## src/rtl/cdcm_word_aligner.sv

```systemverilog
// Multi-lane CDCM word aligner: per-lane barrel shift of deserialised words with
// manual bitslip and an automatic training search that locks on a known idle word.
module cdcm_word_aligner #(
    parameter int              kNumLane   = 4,
    parameter int              kDevW      = 8,
    parameter int              kSelCount  = 3,
    parameter logic [kDevW-1:0] kPattern  = kDevW'(8'h1D),
    parameter int              kSlipWait  = 2,
    parameter int              kLockCount = 4
) (
    input  logic                          clkDivIn,
    input  logic                          pwrOnRst,
    input  logic [kNumLane*kDevW-1:0]     dInFromSerdes,
    input  logic [kNumLane-1:0]           bitslip,
    input  logic [kNumLane-1:0]           startAlign,
    output logic [kNumLane*kDevW-1:0]     dOutToDevice,
    output logic [kNumLane*kSelCount-1:0] selOut,
    output logic [kNumLane-1:0]           alignDone,
    output logic [kNumLane-1:0]           alignError,
    output logic                          allAligned
);

    localparam int                   kWaitW    = $clog2(kSlipWait + 1);
    localparam logic [kSelCount-1:0] kSelMax   = kSelCount'(kDevW - 1);
    localparam logic [kWaitW-1:0]    kWaitLast = kWaitW'(kSlipWait - 1);
    localparam logic [7:0]           kLockLast = 8'(kLockCount - 1);

    typedef enum logic [2:0] {
        ST_IDLE,
        ST_WAIT,
        ST_CHECK,
        ST_LOCKED,
        ST_FAIL
    } state_t;

    generate
        for (genvar gi = 0; gi < kNumLane; gi++) begin : g_lane
            logic [kDevW-1:0]     cur_reg, prev_reg, dout_reg, dout_next;
            state_t               state_reg, state_next;
            logic [kSelCount-1:0] sel_reg, sel_next, sel_inc;
            logic [kSelCount-1:0] slip_cnt_reg, slip_cnt_next;
            logic [kWaitW-1:0]    wait_cnt_reg, wait_cnt_next;
            logic [7:0]           match_cnt_reg, match_cnt_next;
            logic                 match;
            logic                 done_c, err_c;

            // Modulo-kDevW increment: sel never holds a value >= kDevW.
            assign sel_inc = (sel_reg == kSelMax) ? '0 : sel_reg + 1'b1;
            assign match   = (dout_reg == kPattern);

            // Window of the two-word history starting s bits into prev; s=0 yields cur.
            always_comb begin
                dout_next = kDevW'({cur_reg, prev_reg} >> (kDevW - int'(sel_reg)));
            end

            always_ff @(posedge clkDivIn) begin
                if (pwrOnRst) begin
                    cur_reg       <= '0;
                    prev_reg      <= '0;
                    dout_reg      <= '0;
                    state_reg     <= ST_IDLE;
                    sel_reg       <= '0;
                    slip_cnt_reg  <= '0;
                    wait_cnt_reg  <= '0;
                    match_cnt_reg <= '0;
                end else begin
                    cur_reg       <= dInFromSerdes[gi*kDevW +: kDevW];
                    prev_reg      <= cur_reg;
                    dout_reg      <= dout_next;
                    state_reg     <= state_next;
                    sel_reg       <= sel_next;
                    slip_cnt_reg  <= slip_cnt_next;
                    wait_cnt_reg  <= wait_cnt_next;
                    match_cnt_reg <= match_cnt_next;
                end
            end

            always_comb begin
                state_next     = state_reg;
                sel_next       = sel_reg;
                slip_cnt_next  = slip_cnt_reg;
                wait_cnt_next  = wait_cnt_reg;
                match_cnt_next = match_cnt_reg;
                // A (re)start overrides everything, including a same-cycle bitslip.
                if (startAlign[gi]) begin
                    state_next     = ST_WAIT;
                    slip_cnt_next  = '0;
                    wait_cnt_next  = '0;
                    match_cnt_next = '0;
                end else begin
                    case (state_reg)
                        ST_IDLE: begin
                            if (bitslip[gi]) begin
                                sel_next = sel_inc;
                            end
                        end
                        ST_WAIT: begin
                            if (wait_cnt_reg == kWaitLast) begin
                                state_next     = ST_CHECK;
                                match_cnt_next = '0;
                            end else begin
                                wait_cnt_next = wait_cnt_reg + 1'b1;
                            end
                        end
                        ST_CHECK: begin
                            if (match) begin
                                if (match_cnt_reg == kLockLast) begin
                                    state_next = ST_LOCKED;
                                end else begin
                                    match_cnt_next = match_cnt_reg + 8'd1;
                                end
                            end else if (slip_cnt_reg == kSelMax) begin
                                state_next = ST_FAIL;
                            end else begin
                                state_next    = ST_WAIT;
                                sel_next      = sel_inc;
                                slip_cnt_next = slip_cnt_reg + 1'b1;
                                wait_cnt_next = '0;
                            end
                        end
                        default: begin
                        end
                    endcase
                end
            end

            always_comb begin
                done_c = (state_reg == ST_LOCKED);
                err_c  = (state_reg == ST_FAIL);
            end

            assign dOutToDevice[gi*kDevW +: kDevW]     = dout_reg;
            assign selOut[gi*kSelCount +: kSelCount]   = sel_reg;
            assign alignDone[gi]                       = done_c;
            assign alignError[gi]                      = err_c;
        end
    endgenerate

    assign allAligned = &alignDone;

endmodule
```

## config.mk

```make
export PLATFORM = sky130hd
export DESIGN_NAME = cdcm_word_aligner
export DESIGN_NICKNAME = d
export VERILOG_FILES = /design/src/rtl/cdcm_word_aligner.sv
export SDC_FILE = /design/constraint.sdc
export NUM_CORES = 1
export LEC_CHECK = 0
export CORE_ASPECT_RATIO = 1.1
export CORE_MARGIN = 3
export CORE_UTILIZATION = 50
export DETAILED_ROUTE_END_ITERATION = 7
export HOLD_SLACK_MARGIN = 0.02
export PLACE_DENSITY = 0.68
export SLEW_MARGIN = 20
export SYNTH_ARGS = -nofsm -noshare
export SYNTH_HDL_FRONTEND = slang
export SYNTH_SLANG_ARGS = --single-unit
```

## constraint.sdc

```tcl
create_clock -name clkDivIn -period 2.81 [get_ports clkDivIn]
set_input_delay 0.4215 -clock clkDivIn [delete_from_list [all_inputs] [get_ports clkDivIn]]
set_output_delay 0.4215 -clock clkDivIn [all_outputs]
set_load 0.02 [all_outputs]
```

Word level (Yosys, flattened, before mapping)
Index checks and enable logic that the tools add are counted.
{"block": "totals", "wordCells": 269, "out_inout_bits": 53, "register_bits": 172}
{"block": "classes", "muxes": 76, "reduce_logical": 45, "eq_ne": 76, "bitwise_logic": 12, "n_addsub": 20, "n_shift": 4}
{"operator": ">> shifter 16 x 32 -> 8 bit", "n": 4}
{"operator": "two-way mux 3 bit", "n": 32}
{"operator": "two-way mux 8 bit", "n": 12}
{"operator": "one-hot mux 8 bit (2 select lines)", "n": 4}
{"operator": "inequality test 2 bit, second input constant", "n": 28}
{"operator": "one-hot mux 3 bit (2 select lines)", "n": 8}
{"operator": "equality test 3 bit, second input constant", "n": 12}
{"operator": "AND reduction 3 bit", "n": 12}
{"operator": "AND reduction 4 bit", "n": 9}
{"operator": "adder 8 x 1 -> 8 bit, second input constant", "n": 4}
{"operator": "equality test 8 x 2 -> 1 bit, second input constant", "n": 4}
{"operator": "equality test 8 x 5 -> 1 bit, second input constant", "n": 4}
{"operator": "adder 3 x 1 -> 3 bit, second input constant", "n": 8}
{"operator": "equality test 3 x 2 -> 1 bit, second input constant", "n": 8}
{"operator": "two-way mux 2 bit", "n": 12}
{"operator": "inequality test 3 bit, second input constant", "n": 8}
{"operator": "AND reduction 5 bit", "n": 4}
{"operator": "subtractor 4 x 3 -> 5 bit, first input constant", "n": 4}
{"operator": "inequality test 4 bit, second input constant", "n": 4}
{"operator": "one-hot mux 2 bit (2 select lines)", "n": 4}
{"operator": "nonzero test 2 bit", "n": 8}
{"operator": "equality test 3 x 1 -> 1 bit, second input constant", "n": 4}
{"operator": "logical NOT 3 bit", "n": 4}
{"operator": "inverter 1 bit", "n": 12}
{"operator": "other kinds (5)", "n": 20}

Depth between registers and ports, before layout
{"block": "logic_depth", "ltp_word": 5, "depth_mapped": 10, "mapped_depth_nobuf": 6}

Least setup slack after synthesis
Ideal clock, no wire load.
{"block": "synth_timing", "kind": "reg2reg", "from": "register g_lane[1].sel_reg[0]", "to": "register g_lane[1].dout_reg[2]", "stages_incl_launch_ff": 11, "n_path_buf": 4, "setup_time_ns": 0.142, "slack_ns": 0.091, "arrival_ns": 2.577, "required_time_ns": 2.668, "cell_sequence": "dfxtp_1 > buf_2 > clkinv_1 > clkbuf_1 > ha_1 > buf_2 > buf_2 > mux2i_1 > mux2i_1 > a21oi_1 > a211oi_1"}
{"block": "synth_between", "elab_chain_cells": 2}
{"element": "from (decl)", "line": "40", "rtl": "logic [kSelCount-1:0] sel_reg, sel_next, sel_inc;"}
{"element": "from (signal assigned)", "line": "71", "rtl": "sel_reg <= sel_next;"}
{"element": "subtractor 4 x 3 -> 5 bit", "line": "53", "rtl": "dout_next = kDevW'({cur_reg, prev_reg} >> (kDevW - int'(sel_reg)));"}
{"element": ">> shifter 16 x 32 -> 8 bit", "line": "53"}
{"element": "to (signal assigned)", "line": "69", "rtl": "dout_reg <= dout_next;"}
{"element": "to (decl)", "line": "38", "rtl": "logic [kDevW-1:0] cur_reg, prev_reg, dout_reg, dout_next;"}
Every way passes these cells.
A chain may end at the register's enable or synchronous reset.

Worst setup path after layout
{"block": "layout_timing", "from": "register g_lane[0].state_reg[0]", "to": "output port allAligned"}
{"block": "layout_between", "elab_chain_cells": 2}
{"element": "from (decl)", "line": "39", "rtl": "state_t state_reg, state_next;"}
{"element": "from (signal assigned)", "line": "70", "rtl": "state_reg <= state_next;"}
{"element": "equality test 3 x 2 -> 1 bit", "line": "128", "rtl": "done_c = (state_reg == ST_LOCKED);"}
{"element": "AND reduction 4 bit", "line": "139", "rtl": "assign allAligned = &alignDone;"}
{"element": "to (decl)", "line": "20", "rtl": "output logic allAligned"}
Every way passes these cells.

==> metrics.cfg <==
[synthesis]
synthDominantCellAreaShare_pct=35.83
netlist_top_cells_area=sky130_fd_sc_hd__dfxtp_1, sky130_fd_sc_hd__mux2i_1, sky130_fd_sc_hd__mux4_2, sky130_fd_sc_hd__nor2b_1, sky130_fd_sc_hd__ha_1
post_synthesis_mean_instance_area_um2=9.449
synth-warning-count=0
proportion_of_synthesized_chip_area_in_sequential_cells_pct=35.83
yosys_register_bits=172
synth_enable_flop_cells=0
postSynth.asyncResetShare_pct=0
synth.lib_cells_used.distinct=82
synth.cell_area_um2=9609
synth_commonest_cells=sky130_fd_sc_hd__dfxtp_1, sky130_fd_sc_hd__mux2i_1, sky130_fd_sc_hd__nor2b_1
netlist_instances=1017
yosys.cell_count.top_type=sky130_fd_sc_hd__dfxtp_1
synthesis.nets=1087
post-synth-top-area-cell=sky130_fd_sc_hd__dfxtp_1
synth_flop_cell=sky130_fd_sc_hd__dfxtp_1

[timing]
grt_setup_unrepaired=false
post-route-min-period_ns=2.599
fmax_ghz=0.3847
slew-limit-headroom_pct=44.91
timing_max_transition_violations_final=0
timing.final.crit_share_pct=92.51
clock_skew_ns=0.008568
final.setup.tns_ns=0
final_hold_viol_count=0
timing.final.setup_violations=0
tightestPinTransition_ns=0.8235

[global_route]
via_count_of_the_first_global_routing_pass=7370
use_met1_pct=26.99
antenna_found_initial=0
gr-usage-all-layers_pct=20.70
grt_pass1_wl_mm=36.34
gr-usage-met3_pct=4.042
grt_util_met2_pct=35.16
busiest_layer=met2
globalRoute.totalOverflow=0
grt_max_degree=56

[routing]
detail_route.drc_violations=0
detail_route.wl_per_cell_um=16.20
dr_total_vias=7894
detail-route-antenna-nets=0
drt-pass1-iter-count=5
avgViaCountPerCell=5.913
first_iter_violations=461
detail_route.wirelength_mm=21.63

[clock_tree]
cts_tree=done
tritoncts_buffer_count=17
clk_latency_ns=0.43
cts.sink_count=172
cts_setup_buffers=0
max-clock-path-buffers=2
cts-hold-fix-buffers=0
post_cts_resized=0
master_cell_of_the_clock_root_buffer=sky130_fd_sc_hd__clkbuf_16
cts_htree_levels=4
clk_pin_slew_worst_paths_ns=0.06

[layout]
antenna_cells=0
post_route_cells_drive_above_1_share_pct=11.08
multi_input_comb_area_um2=5718
seqCellArea_um2=3443
final_design_area_no_fill_um2=11350
num-nets-final=1152
areaGrowthSynthToFinish_pct=18.15
fill_cells=1635

[run_status]
outcome=finished, final reports clean

[place]
numPortBuffers=94
final_replace_weighted_congestion=0.8660
hpwl_mm=15.62
placement.cell_area_um2=10700

[flow_run]
number_of_violations_of_the_max_capacitance_limit=0

[die]
placement_rows=52
placeableCoreArea_um2=18610
pin_count=95
die_w_um=138.2
fp.dieH_um=151.4
die_area_um2=20920
starting_density_pct=51.64

[power]
vdd_ir_drop_max_mv=0.4432
power_leakage_nw=4.071
pwr_density_cell_nw_per_um2=550.6
fin_total_pwr_w=0.006252

[setup_path]
critical_path.startpoint_type=flip-flop
crit_path_end_kind=output pin
timing.critical_path.fanout_max=7
critPathKind=flip-flop to output pin
worst-endpoint-arrival_ns=2.18
worstPathRequired_ns=2.39

[worst_hold_path]
worstHoldPathType=flip-flop to flip-flop

-- area by class of cell --
class | instances | area share [%]
inverter | 32 | 1.058
multi-input combinational | 742 | 50.36
sequential | 172 | 30.33
clock buffer | 18 | 3.868
clock inverter | 11 | 1.918
tap | 243 | 2.678
timing repair buffer | 117 | 9.786
-- logic make-up after synthesis --
family | synth area share, %
AOI/OAI and AO/OA | 16.41
xor gates and xnor gates | 0.9114
adders and majority gates | 3.646
buffers and inverters | 4.661
DFF | 35.83
muxes | 15.68
and+or+nand+nor | 22.86
-- layer usage --
metal | part of all wire, % | wire (um) | up-vias
li1 | - | - | 3912
met1 | 45 | 9768 | 3747
met2 | 49 | 10540 | 209
met3 | 4.7 | 1014 | 26
met4 | 1.4 | 310 | 0
met5 | 0 | 0 | -
-- critical path: stages, from the launching register on --
cell                              delay (ns)
sky130_fd_sc_hd__dfxtp_1                0.49
sky130_fd_sc_hd__inv_1                  0.12
sky130_fd_sc_hd__nor3_1                 0.21
sky130_fd_sc_hd__buf_4                  0.17
sky130_fd_sc_hd__and4_1                 0.18
sky130_fd_sc_hd__clkdlybuf4s50_1        0.60
-- per-stage QoR --
| step | setup WS (ns) | cells | util [%] | hold slack, ns |
|---|---|---|---|---|
| floorplan | 0.09095 | 1017 | - | 0.4280 |
| global placement | 0.6169 | 1306 | 57.48 | 0.4464 |
| detailed placement | 0.5739 | 1306 | 57.48 | 0.4482 |
| CTS | 0.1911 | 1335 | 61.01 | 0.4745 |
| global route | 0.06591 | 1335 | 61.01 | 0.5014 |
| finish | 0.2106 | 1335 | 61.01 | 0.4661 |
-- layout by cell type, fill, tap and decap left out, drive strengths merged, types with 14 or more instances in the layout --
cell type      Yosys  layout
mux2i             83      83
nor3              20      20
clkdlybuf4s50      0      93
ha                28      28
mux4              26      26
o21ai             35      35
nor2b             68      68
dfxtp            172     172
a31oi             21      21
o211ai            21      21
nor2              64      64
a21oi             53      53
or3               14      14
a211oi            41      41
clkbuf            38      18
inv               30      31
buf               33      24
nor4              15      15
nand2             49      49
nand3             27      27
-- worst paths after layout --
check	start	endpoint	slack, ns	depth (start not counted)
worst min register to register	g_lane[1].wait_cnt_reg[0]$_SDFFE_PP0P_	g_lane[1].wait_cnt_reg[0]$_SDFFE_PP0P_	0.47	1
worst min-delay path	g_lane[1].wait_cnt_reg[0]$_SDFFE_PP0P_	g_lane[1].wait_cnt_reg[0]$_SDFFE_PP0P_	0.47	1
worst max register to register	g_lane[3].sel_reg[1]$_SDFFE_PP0P_	g_lane[3].dout_reg[3]$_SDFF_PP0_	0.53	6
worst max-delay path	g_lane[0].state_reg[0]$_SDFFE_PP0P_	allAligned	0.21	5
-- where the power goes --
part | total [W] | internal (W) | switching (W)
sequential | 0.00266 | 0.00255 | 0.000107
combinational | 0.000964 | 0.000468 | 0.000496
clock | 0.00263 | 0.00168 | 0.000955
total | 0.00625 | 0.00469 | 0.00156
(Power assumes the default switching activity.)
